**src/rtl/itch_msg_framer.sv**
```systemverilog
// ITCH message framer: decodes the type byte of word 0, tags each forwarded word with
// its index and a per-type start level, checks length, and counts completed messages.
module itch_msg_framer #(
  parameter int unsigned FIRST_IDX = 8
) (
  input  logic        clk,
  input  logic        rst,
  input  logic        inValid,
  input  logic [63:0] inData,
  input  logic        inLast,
  output logic        outValid,
  output logic [63:0] outData,
  output logic [3:0]  outCounter,
  output logic        startAddOrderNoMPID,
  output logic        startOrderExecuted,
  output logic        startOrderDelete,
  output logic        startTime,
  output logic        msgDone,
  output logic        lenErr,
  output logic        unkType,
  output logic [15:0] msgCount
);

  localparam int unsigned IDX_W = 4;
  localparam int unsigned CNT_W = 16;
  localparam logic [IDX_W-1:0] IDX_SAT = IDX_W'(15 - FIRST_IDX);
  localparam logic [7:0] TYPE_A = 8'h41;
  localparam logic [7:0] TYPE_E = 8'h45;
  localparam logic [7:0] TYPE_D = 8'h44;
  localparam logic [7:0] TYPE_T = 8'h54;

  typedef enum logic [1:0] {IDLE, BODY, DRAIN} state_t;

  state_t           state, state_nx;
  logic [7:0]       typ, typ_nx;
  logic [IDX_W-1:0] idx, idx_nx;
  logic [7:0]       cur_typ;
  logic [IDX_W-1:0] cur_len;
  logic [IDX_W-1:0] word_idx;
  logic             known;
  logic             fwd, done, lerr, unk;

  // Expected message length in words; zero marks an unknown type.
  function automatic logic [IDX_W-1:0] len_of(input logic [7:0] t);
    case (t)
      TYPE_A:  len_of = IDX_W'(5);
      TYPE_E:  len_of = IDX_W'(3);
      TYPE_D:  len_of = IDX_W'(2);
      TYPE_T:  len_of = IDX_W'(1);
      default: len_of = '0;
    endcase
  endfunction

  always_ff @(posedge clk) begin
    if (rst) begin
      state <= IDLE;
      typ   <= '0;
      idx   <= '0;
    end else begin
      state <= state_nx;
      typ   <= typ_nx;
      idx   <= idx_nx;
    end
  end

  // Next-state and per-word decisions; word 0 decodes straight from the input byte.
  always_comb begin
    state_nx = state;
    typ_nx   = typ;
    idx_nx   = idx;
    fwd      = 1'b0;
    done     = 1'b0;
    lerr     = 1'b0;
    unk      = 1'b0;
    cur_typ  = (state == IDLE) ? inData[7:0] : typ;
    cur_len  = len_of(cur_typ);
    known    = (cur_len != '0);
    word_idx = (state == IDLE) ? '0 : idx;
    if (inValid) begin
      case (state)
        IDLE: begin
          typ_nx = inData[7:0];
          fwd    = 1'b1;
          unk    = !known;
          if (inLast) begin
            done   = 1'b1;
            lerr   = known && (cur_len > IDX_W'(1));
            idx_nx = '0;
          end else begin
            state_nx = BODY;
            idx_nx   = IDX_W'(1);
          end
        end
        BODY: begin
          if (known && (idx == cur_len)) begin
            lerr     = 1'b1;
            done     = inLast;
            state_nx = inLast ? IDLE : DRAIN;
            idx_nx   = inLast ? '0 : idx;
          end else begin
            fwd = 1'b1;
            if (inLast) begin
              done     = 1'b1;
              lerr     = known && ((idx + IDX_W'(1)) < cur_len);
              state_nx = IDLE;
              idx_nx   = '0;
            end else if (known || (idx != IDX_SAT)) begin
              idx_nx = idx + IDX_W'(1);
            end
          end
        end
        DRAIN: begin
          if (inLast) begin
            done     = 1'b1;
            state_nx = IDLE;
            idx_nx   = '0;
          end
        end
        default: state_nx = IDLE;
      endcase
    end
  end

  // Output register stage; data and counter hold when nothing is forwarded.
  always_ff @(posedge clk) begin
    if (rst) begin
      outValid            <= 1'b0;
      outData             <= '0;
      outCounter          <= '0;
      startAddOrderNoMPID <= 1'b0;
      startOrderExecuted  <= 1'b0;
      startOrderDelete    <= 1'b0;
      startTime           <= 1'b0;
      msgDone             <= 1'b0;
      lenErr              <= 1'b0;
      unkType             <= 1'b0;
      msgCount            <= '0;
    end else begin
      outValid            <= fwd;
      startAddOrderNoMPID <= fwd && (cur_typ == TYPE_A);
      startOrderExecuted  <= fwd && (cur_typ == TYPE_E);
      startOrderDelete    <= fwd && (cur_typ == TYPE_D);
      startTime           <= fwd && (cur_typ == TYPE_T);
      msgDone             <= done;
      lenErr              <= lerr;
      unkType             <= unk;
      if (fwd) begin
        outData    <= inData;
        outCounter <= IDX_W'(FIRST_IDX) + word_idx;
      end
      if (inValid && inLast) msgCount <= msgCount + CNT_W'(1);
    end
  end

endmodule

```
**config.mk**
```make
export PLATFORM = sky130hd
export DESIGN_NAME = itch_msg_framer
export DESIGN_NICKNAME = d
export VERILOG_FILES = /design/src/rtl/itch_msg_framer.sv
export SDC_FILE = /design/constraint.sdc
export NUM_CORES = 1
export LEC_CHECK = 0
export ABC_AREA = 1
export BUFFER_PORTS_ARGS = -buffer_cell sky130_fd_sc_hd__buf_4
export CELL_PAD_IN_SITES_DETAIL_PLACEMENT = 1
export CELL_PAD_IN_SITES_GLOBAL_PLACEMENT = 2
export CORE_AREA = 2 2 140 142
export CTS_BUF_LIST = sky130_fd_sc_hd__clkbuf_2 sky130_fd_sc_hd__clkbuf_4 sky130_fd_sc_hd__clkbuf_8
export DETAILED_ROUTE_END_ITERATION = 6
export DIE_AREA = 0 0 142 144
export GPL_TIMING_DRIVEN = 0
export PLACE_DENSITY = 0.74
export SYNTH_ARGS = -nofsm -noshare
export SYNTH_HDL_FRONTEND = slang
export SYNTH_SLANG_ARGS = --single-unit
```
**constraint.sdc**
```tcl
create_clock -name clk -period 3.8 [get_ports clk]
set_input_delay 0.57 -clock clk [delete_from_list [all_inputs] [get_ports clk]]
set_output_delay 0.57 -clock clk [all_outputs]
set_load 0.02 [all_outputs]
```
==> results.json, run 1 <==
{
  "synth_mux_area_frac": 0,
  "finalCritPeriodShare": 0.875,
  "r2r-start": "state[1]$_SDFFE_PP0P_",
  "dr_total_vias": 4687,
  "grt-ovfl-total": 0,
  "start_kind": "flop",
  "synth_top_area_share": 0.457,
  "cts_buffers": 9,
  "cp_max_fo": 10,
  "critPathRequiredTime_ps": 4100,
  "grt_pass1_wl_um": 24900,
  "synth-simple-area-share": 0.287,
  "finalSetupTns_ps": 0,
  "viasPerCell": 4.56,
  "post-route-min-period_ps": 3330,
  "clockBufferDepth": 2,
  "synth.distinct_cells": 33,
  "clock.fmax_mhz": 301,
  "synth_seq_area_share": 0.457,
  "synthesis.area_mm2": 0.00465,
  "min_path_type": "in2reg",
  "skew_ps": 13.9,
  "fin_util": 0.332,
  "ys_warn_count": 0,
  "wirelength_um": 15800,
  "synthXorXnorAreaFrac": 0.00565,
  "rsz0062_at_grt": "false",
  "start_util": 0.244,
  "p_leak_uw": 0.00280,
  "htreeDepth": 3,
  "yosysTopAreaCell": "dfxtp_1",
  "grt_max_degree": 19,
  "worst_r2r_path_depth": 23,
  "syn_to_final_growth_pct": 36.5,
  "synth_top_family_by_area": "simple AND/OR/NAND/NOR gates",
  "max-slew-margin-rel": 0.521,
  "ys_seq_elements": 106,
  "fill_cells": 2358,
  "dp_cells": 1012,
  "path_class": "reg2reg",
  "grt_pass1_vias": 4790,
  "setup_viol": 0,
  "finalHoldViolations": 0,
  "hpwl_um": 12000,
  "status": "complete, no violations",
  "grt_usage": 0.155,
  "antennaDiodeCount": 0,
  "reg2reg_to": "outData[56]$_SDFFE_PP0P_",
  "die_w_um": 142,
  "synth.area.top_cells": "dfxtp_1 (46%), nand2_1 (11%), nand3_1 (8.6%)",
  "power_density_mw_per_mm2": 378,
  "io_pins": 160,
  "synth_edf_count": 0,
  "design.core.area_mm2": 0.0191,
  "dieArea_mm2": 0.0204,
  "synthAdderAreaFrac": 0.0242,
  "wire_per_inst_um": 15.4,
  "antenna_left": 0,
  "worstSetupStartpoint": "state[1]$_SDFFE_PP0P_",
  "postCtsHoldBufs": 0,
  "drtPass1Iterations": 4,
  "cts_setup_buffers": 0,
  "grt_antenna_before_repair": 0,
  "drtIter0Drc": 99,
  "clk_pin_slew_worst_paths_ps": 120,
  "clock_latency_ps": 390,
  "post-route-drc-count": 0,
  "peakVddDrop_mv": 0.145,
  "root_buffer": "clkbuf_8",
  "post_cts_resized": 0,
  "yosysMostFrequentCell": "nand2_1",
  "nets": 862,
  "clock-sinks": 106,
  "async_flop_share": 0,
  "gp_routability_congestion": 0.798,
  "tightest_slew_ps": 718,
  "synthTopCellsByCount": "nand2_1 (138), dfxtp_1 (106), nand3_1 (80), a21oi_1 (79), inv_1 (49)",
  "layout.cells.non_filler": 1028,
  "r2r_setup_slack_ps": 470,
  "synth_cells": 615,
  "ys.flop_type": "dfxtp_1",
  "die_h_um": 144,
  "worstPathArrival_ps": 3630,
  "numPortBuffers": 159,
  "cts_tree": "yes",
  "fp-row-count": 51,
  "drv_cap": 0,
  "cp-endpoint": "outData[56]$_SDFFE_PP0P_",
  "synth-compound-area-share": 0.138,
  "slew_viol_final": 0,
  "avgSynthCellArea_um2": 7.56,
  "drive_gt1_frac": 0.286,
  "end_kind": "flop",
  "synth_nets": 692
}
## area by class of cell
class                           instances  area (µm²)  share of cell area
Clock inverter                          6        72.6              0.0114
Buffer                                 37         210              0.0331
Inverter                               53         199              0.0314
Multi-Input combinational cell        419        2120               0.334
Sequential cell                       106        2120               0.335
Tap cell                              238         298              0.0469
Clock buffer                           10         131              0.0207
Timing Repair Buffer                  159        1190               0.188
## logic make-up after synthesis
group	count (synthesis)
flip-flops	106
AO/OA/AOI/OAI	115
XOR/XNOR	3
AND/OR/NAND/NOR	292
buffers and inverters	90
adder cells (fa/ha/maj)	9
## flip-flops by register name (all words and copies together) (netlist names)
name and cells:
outData 64, msgCount 16, typ 8, idx 4
outCounter 4, state 2, lenErr 1, msgDone 1
outValid 1, startAddOrderNoMPID 1, startOrderDelete 1, startOrderExecuted 1
startTime 1, unkType 1
## metal layers
| metal | share of wire | track usage | routed length [µm] |
|---|---|---|---|
| met2 | 0.49 | 0.269 | 7810 |
| met4 | 0.020 | 0.0568 | 318 |
| met3 | 0.036 | 0.0232 | 564 |
| met1 | 0.45 | 0.195 | 7100 |
| met5 | 0 | 0 | 0 |
## stage by stage
stage	cell area (µm²)	power, µW	hold slack (ps)	setup slack, ps
after global placement	6140	1670	448	567
after CTS	6340	2450	424	412
after detailed placement	6140	1680	453	464
after global routing	6340	2530	427	158
final	6340	2400	447	474
after floorplan	4650	1470	449	1070
## critical path, stage by stage (launching register included)
cell and delay (ps):
dfxtp_1 430, inv_1 110, ha_1 250, inv_2 110, buf_6 160, nand2_1 60
nand2_1 90, clkinv_1 80, nand2_1 100, inv_2 60, nand4_1 120, nand3_1 90
ha_1 270, nor2_1 120, nand2_2 80, nor2_4 140, nand3_4 130, nand2_2 100
nand2_4 120, nand2_4 130, buf_12 150, buf_8 130, nand2_1 60, a21oi_1 140
## power breakdown
group	leakage (µW)	switching [µW]	internal, µW
clock	0.000101	430	321
combinational	0.00183	262	186
sequential	0.000869	33.2	1170
## worst min path at each step
| stage | startpoint | end | cells past startpoint |
|---|---|---|---|
| 3_5_place_dp | outData[55]$_SDFFE_PP0P_ | outData[55]$_SDFFE_PP0P_ | 2 |
| 4_1_cts | inData[24] | outData[24]$_SDFFE_PP0P_ | 3 |
| 6_report | inData[17] | outData[17]$_SDFFE_PP0P_ | 3 |
| 3_3_place_gp | outData[59]$_SDFFE_PP0P_ | outData[59]$_SDFFE_PP0P_ | 2 |
| 2_1_floorplan | typ[1]$_SDFFE_PP0P_ | typ[1]$_SDFFE_PP0P_ | 2 |
| 5_1_grt | inData[22] | outData[22]$_SDFFE_PP0P_ | 3 |
## cell usage in the layout (no fill, tap or decap), types with 6 or more instances in the layout
cell	synthesis	layout
nand3_1	80	80
clkbuf_1	21	21
o211ai_1	6	6
nand4_1	10	10
buf_2	10	10
nand2_2	16	16
dfxtp_1	106	106
a21oi_2	10	10
nor3_1	10	10
o21ai_0	15	15
buf_4	2	161
nand2_1	138	138
ha_1	9	9
clkbuf_8	0	9
nor2_1	28	28
inv_1	49	49
a21oi_1	79	79
No activity file was read; power rests on OpenSTA's default activity.
==> run 2: changes to the inputs <==
--- a/config.mk
+++ b/config.mk
@@ -6,6 +6,7 @@
 export NUM_CORES = 1
 export LEC_CHECK = 0
 export ABC_AREA = 1
+export ABC_CLOCK_PERIOD_IN_PS = 3800
 export BUFFER_PORTS_ARGS = -buffer_cell sky130_fd_sc_hd__buf_4
 export CELL_PAD_IN_SITES_DETAIL_PLACEMENT = 1
 export CELL_PAD_IN_SITES_GLOBAL_PLACEMENT = 2
@@ -14,7 +15,7 @@
 export DETAILED_ROUTE_END_ITERATION = 6
 export DIE_AREA = 0 0 142 144
 export GPL_TIMING_DRIVEN = 0
-export PLACE_DENSITY = 0.74
+export PLACE_DENSITY = 0.71
 export SYNTH_ARGS = -nofsm -noshare
 export SYNTH_HDL_FRONTEND = slang
 export SYNTH_SLANG_ARGS = --single-unit
==> run 2 against run 1 <==
Final cell count unchanged. Hold slack improved by 8.6 ps. Worst setup slack improved by 33 ps. Fmax increased by 0.99%. Count of clock-buffer cells in the layout increased by 1. Largest power group unchanged. Clock power increased by 5.5%. Routed wire length increased by 1.1%. Die area unchanged.
==> results.json, run 2 (synthesized netlist as in run 1, its figures left out) <==
{
  "skew_ps": 7.66,
  "io_pins": 160,
  "worstSetupStartpoint": "state[0]$_SDFFE_PP0P_",
  "die_w_um": 142,
  "postCtsHoldBufs": 0,
  "clock_latency_ps": 380,
  "antenna_left": 0,
  "power_density_mw_per_mm2": 384,
  "fill_cells": 2367,
  "grt-ovfl-total": 0,
  "setup_viol": 0,
  "post-route-min-period_ps": 3290,
  "drtIter0Drc": 170,
  "cp_max_fo": 10,
  "critPathRequiredTime_ps": 4110,
  "clockBufferDepth": 2,
  "viasPerCell": 4.62,
  "finalCritPeriodShare": 0.867,
  "r2r-start": "state[0]$_SDFFE_PP0P_",
  "grt_pass1_vias": 4817,
  "cts_setup_buffers": 0,
  "path_class": "reg2reg",
  "dieArea_mm2": 0.0204,
  "wirelength_um": 16000,
  "dpl_cell_area_mm2": 0.00614,
  "finalHoldViolations": 0,
  "syn_to_final_growth_pct": 36.8,
  "nets": 862,
  "min_path_type": "in2reg",
  "layout.cells.non_filler": 1028,
  "gp_routability_congestion": 0.790,
  "post-route-drc-count": 0,
  "post_cts_resized": 0,
  "end_kind": "flop",
  "grt_antenna_before_repair": 0,
  "regMostFlops": "outData",
  "wire_per_inst_um": 15.5,
  "max-slew-margin-rel": 0.473,
  "fp-row-count": 51,
  "worstHoldStart": "inData[30]",
  "numPortBuffers": 159,
  "cts_buffers": 9,
  "tightest_slew_ps": 790,
  "cts_tree": "yes",
  "grt_pass1_wl_um": 24600,
  "fin_area_mm2": 0.00636,
  "register_area_mm2": 0.00212,
  "p_leak_uw": 0.00282,
  "dp_cells": 1012,
  "final_common_cell": "buf_4",
  "clk_pin_slew_worst_paths_ps": 100,
  "p_total_uw": 2440,
  "antennaDiodeCount": 0,
  "drv_cap": 0,
  "rsz0062_at_grt": "false",
  "worstPathArrival_ps": 3610,
  "dr_total_vias": 4751,
  "fin_util": 0.333,
  "multiInputGateArea_mm2": 0.00212,
  "design.core.area_mm2": 0.0191,
  "status": "complete, no violations",
  "finalSetupTns_ps": 0,
  "clock-sinks": 106,
  "reg_top3": "outData x64, msgCount x16, typ x8",
  "hpwl_um": 12200,
  "start_util": 0.244,
  "slew_viol_final": 0,
  "drtPass1Iterations": 4,
  "die_h_um": 144,
  "grt_usage": 0.154,
  "peakVddDrop_mv": 0.145,
  "drive_gt1_frac": 0.286,
  "root_buffer": "clkbuf_8",
  "largest_reg_flops": 64,
  "layout_common_cells": "buf_4 (161), nand2_1 (138), dfxtp_1 (106)",
  "clock.fmax_mhz": 304,
  "start_kind": "flop",
  "htreeDepth": 3,
  "grt_max_degree": 17
}
run 2: cell types whose count changed in the layout (fill, tap and decap cells not counted):
cell and delta:
inv_6 -3, clkinvlp_4 -1, clkinv_2 +2, clkbuf_4 +1, bufinv_16 +1
run 2: per-layer routing:
| layer | track usage | routed length (µm) |
|---|---|---|
| met4 | 0.0653 | 443 |
| met3 | 0.0298 | 856 |
| met5 | 0 | 0 |
| met1 | 0.195 | 7160 |
| met2 | 0.256 | 7500 |
run 2: power breakdown:
group | switching [µW] | total (µW) | internal (µW)
Combinational | 263 | 449 | 186
Clock | 406 | 792 | 386
Sequential | 34.2 | 1200 | 1170
run 2: final cells by class:
cell class	count	area share
plain buffers	37	0.0331
clock buffers	11	0.0218
clock inverters	5	0.0124
inverters	53	0.0313
multi-input cells	419	0.333
flip-flops and latches	106	0.334
well taps	238	0.0468
repair buffers	159	0.188
run 2: worst paths after layout:
path                              end  slack, ps  cells after the start
max          outData[35]$_SDFFE_PP0P_        510                     21
min          outData[30]$_SDFFE_PP0P_        460                      3
max reg2reg  outData[35]$_SDFFE_PP0P_        510                     21
min reg2reg   outData[0]$_SDFFE_PP0P_        470                      2
run 2: worst max-delay path, stage by stage (launching register included):
cell	delay, ps
dfxtp_1	430
inv_1	90
ha_1	270
inv_2	110
buf_6	160
nand2_1	80
nand2_2	120
nand2_1	70
nor2_1	150
nand2_2	130
nand3_1	110
ha_1	220
nor2_1	110
nand2_2	80
nor2_4	150
nand3_4	130
nand2_2	100
nand2_4	120
nand2_4	120
buf_2	250
nand2_1	80
a21oi_1	140
run 2: stage by stage:
step                      hold slack, ps  setup WS (ps)
after floorplan                      449           1070
after global placement               450            546
after detailed placement             455            442
after CTS                            424            423
after global routing                 439            159
final                                456            507
==> run 3: changes to the inputs <==
--- a/config.mk
+++ b/config.mk
@@ -10,12 +10,13 @@
 export BUFFER_PORTS_ARGS = -buffer_cell sky130_fd_sc_hd__buf_4
 export CELL_PAD_IN_SITES_DETAIL_PLACEMENT = 1
 export CELL_PAD_IN_SITES_GLOBAL_PLACEMENT = 2
-export CORE_AREA = 2 2 140 142
+export CORE_AREA = 2 2 132 134
 export CTS_BUF_LIST = sky130_fd_sc_hd__clkbuf_2 sky130_fd_sc_hd__clkbuf_4 sky130_fd_sc_hd__clkbuf_8
 export DETAILED_ROUTE_END_ITERATION = 6
-export DIE_AREA = 0 0 142 144
+export DIE_AREA = 0 0 134 136
 export GPL_TIMING_DRIVEN = 0
-export PLACE_DENSITY = 0.71
+export MAX_ROUTING_LAYER = met4
+export PLACE_DENSITY = 0.79
 export SYNTH_ARGS = -nofsm -noshare
 export SYNTH_HDL_FRONTEND = slang
 export SYNTH_SLANG_ARGS = --single-unit
==> run 3 against run 2 <==
Power shrank 3.8%. Sequential power is essentially flat. First-iteration DRC count shrank 19%.
==> results.json, run 3 (synthesized netlist as in run 1, its figures left out) <==
{
  "wirelength_um": 15500,
  "worstHoldStart": "inData[33]",
  "dieArea_mm2": 0.0182,
  "hpwl_um": 11800,
  "grt_pass1_wl_um": 24000,
  "grt-ovfl-total": 0,
  "drive_gt1_frac": 0.286,
  "max-slew-margin-rel": 0.480,
  "io_pins": 160,
  "drtPass1Iterations": 4,
  "die_h_um": 136,
  "finalCritPeriodShare": 0.883,
  "numPortBuffers": 159,
  "syn_to_final_growth_pct": 36.0,
  "grt_antenna_before_repair": 0,
  "hold_path_end": "outData[33]$_SDFFE_PP0P_",
  "cpMaxStageDelayCell": "dfxtp_1",
  "critPathRequiredTime_ps": 4110,
  "crit_buf_inv": 6,
  "regMostFlops": "outData",
  "design.core.area_mm2": 0.0169,
  "setup_viol": 0,
  "cts_tree": "yes",
  "finalSetupTns_ps": 0,
  "finalHoldViolations": 0,
  "drv_cap": 0,
  "clk_pin_slew_worst_paths_ps": 100,
  "post_cts_resized": 0,
  "clock_latency_ps": 380,
  "reg_top3": "outData x64, msgCount x16, typ x8",
  "viasPerCell": 4.65,
  "p_leak_uw": 0.00281,
  "path_class": "reg2reg",
  "root_buffer": "clkbuf_8",
  "drtIter0Drc": 137,
  "r2r-start": "state[1]$_SDFFE_PP0P_",
  "layout_common_cells": "buf_4 (161), nand2_1 (138), dfxtp_1 (106)",
  "fill_cells": 2114,
  "fin_util": 0.374,
  "register_area_mm2": 0.00212,
  "grt_max_degree": 18,
  "postCtsHoldBufs": 0,
  "antennaDiodeCount": 0,
  "crit_family": "simple AND/OR/NAND/NOR gates",
  "wire_per_inst_um": 15.3,
  "gp_routability_congestion": 0.801,
  "cp_max_fo": 10,
  "start_util": 0.275,
  "skew_ps": 13.4,
  "crit_top_cell": "nand2_1",
  "clock-sinks": 106,
  "die_w_um": 134,
  "end_kind": "flop",
  "peakVddDrop_mv": 0.226,
  "min_path_type": "in2reg",
  "nets": 862,
  "power_density_mw_per_mm2": 372,
  "post-route-min-period_ps": 3360,
  "reg2reg_to": "outData[11]$_SDFFE_PP0P_",
  "status": "complete, no violations",
  "cts_buffers": 9,
  "fp-row-count": 48,
  "start_kind": "flop",
  "final_common_cell": "buf_4",
  "post-route-drc-count": 0,
  "slew_viol_final": 0,
  "dr_total_vias": 4721,
  "tightest_slew_ps": 780,
  "worst_r2r_path_depth": 22,
  "holdPathStages": 3,
  "multiInputGateArea_mm2": 0.00212,
  "antenna_left": 0,
  "rsz0062_at_grt": "false",
  "grt_usage": 0.171,
  "r2r_setup_slack_ps": 440,
  "clockBufferDepth": 2,
  "largest_reg_flops": 64,
  "clock.fmax_mhz": 298,
  "grt_pass1_vias": 4683,
  "critPathMaxStageDelay_ps": 450,
  "htreeDepth": 3,
  "cts_setup_buffers": 0,
  "worstPathArrival_ps": 3670,
  "path_cells": "inv_1 > ha_1 > inv_2 > buf_6 > nand2_1 > nand2_1 > clkinv_1 > nand2_1 > inv_2 > nand4_1 > nand3_1 > ha_1 > nor2_1 > nand2_2 > nor2_4 > nand3_4 > nand2_2 > nand2_4 > nand2_4 > buf_2 > nand2_1 > a21oi_1"
}
run 3: report_power, final:
| group | switching [µW] | leakage (µW) | internal [µW] |
|---|---|---|---|
| registers | 33.8 | 0.000869 | 1170 |
| clock network | 405 | 0.000103 | 298 |
| logic | 261 | 0.00183 | 186 |
| total | 700 | 0.00281 | 1650 |
run 3: area by class of cell:
| class | count | share of cell area |
|---|---|---|
| inverter | 53 | 0.0315 |
| clock buffer | 12 | 0.0261 |
| tap | 225 | 0.0445 |
| buffer | 37 | 0.0333 |
| sequential | 106 | 0.336 |
| clock inverter | 4 | 0.00495 |
| timing repair buffer | 159 | 0.189 |
| multi-input combinational | 419 | 0.335 |
run 3: worst reg2reg max path: stages, from the launching register on:
cell and delay (ps):
dfxtp_1 450, inv_1 120, ha_1 240, inv_2 100
buf_6 160, nand2_1 60, nand2_1 90, clkinv_1 80
nand2_1 100, inv_2 60, nand4_1 130, nand3_1 100
ha_1 280, nor2_1 140, nand2_2 90, nor2_4 140
nand3_4 130, nand2_2 100, nand2_4 120, nand2_4 120
buf_2 260, nand2_1 80, a21oi_1 130
run 3: worst max-delay path by stage:
stage	start	to	slack, ps	cells past startpoint
after global placement	state[1]$_SDFFE_PP0P_	outData[4]$_SDFFE_PP0P_	560	21
after global routing	state[1]$_SDFFE_PP0P_	outData[25]$_SDFFE_PP0P_	180	21
after floorplan	state[0]$_SDFFE_PP0P_	outData[49]$_SDFFE_PP0P_	1070	22
final	state[1]$_SDFFE_PP0P_	outData[11]$_SDFFE_PP0P_	440	22
after detailed placement	state[1]$_SDFFE_PP0P_	outData[11]$_SDFFE_PP0P_	450	21
after CTS	state[1]$_SDFFE_PP0P_	outData[11]$_SDFFE_PP0P_	410	21
run 3: metrics by stage:
step	setup slack, ps	hold WS, ps	cells	area [µm²]	total power, µW
5_1_grt	176	440	1015	6320	2480
6_report	443	454	1015	6320	2350
4_1_cts	407	429	1015	6320	2390
2_1_floorplan	1070	449	615	4650	1470
3_5_place_dp	452	454	999	6120	1680
3_3_place_gp	559	450	999	6120	1670
run 3: layer usage:
| layer | share of wire | GRT usage | up-vias |
|---|---|---|---|
| met5 | 0 | - | - |
| met4 | 0.012 | 0.0538 | 0 |
| met1 | 0.47 | 0.221 | 2233 |
| li1 | - | - | 2363 |
| met3 | 0.040 | 0.0291 | 15 |
| met2 | 0.47 | 0.273 | 110 |
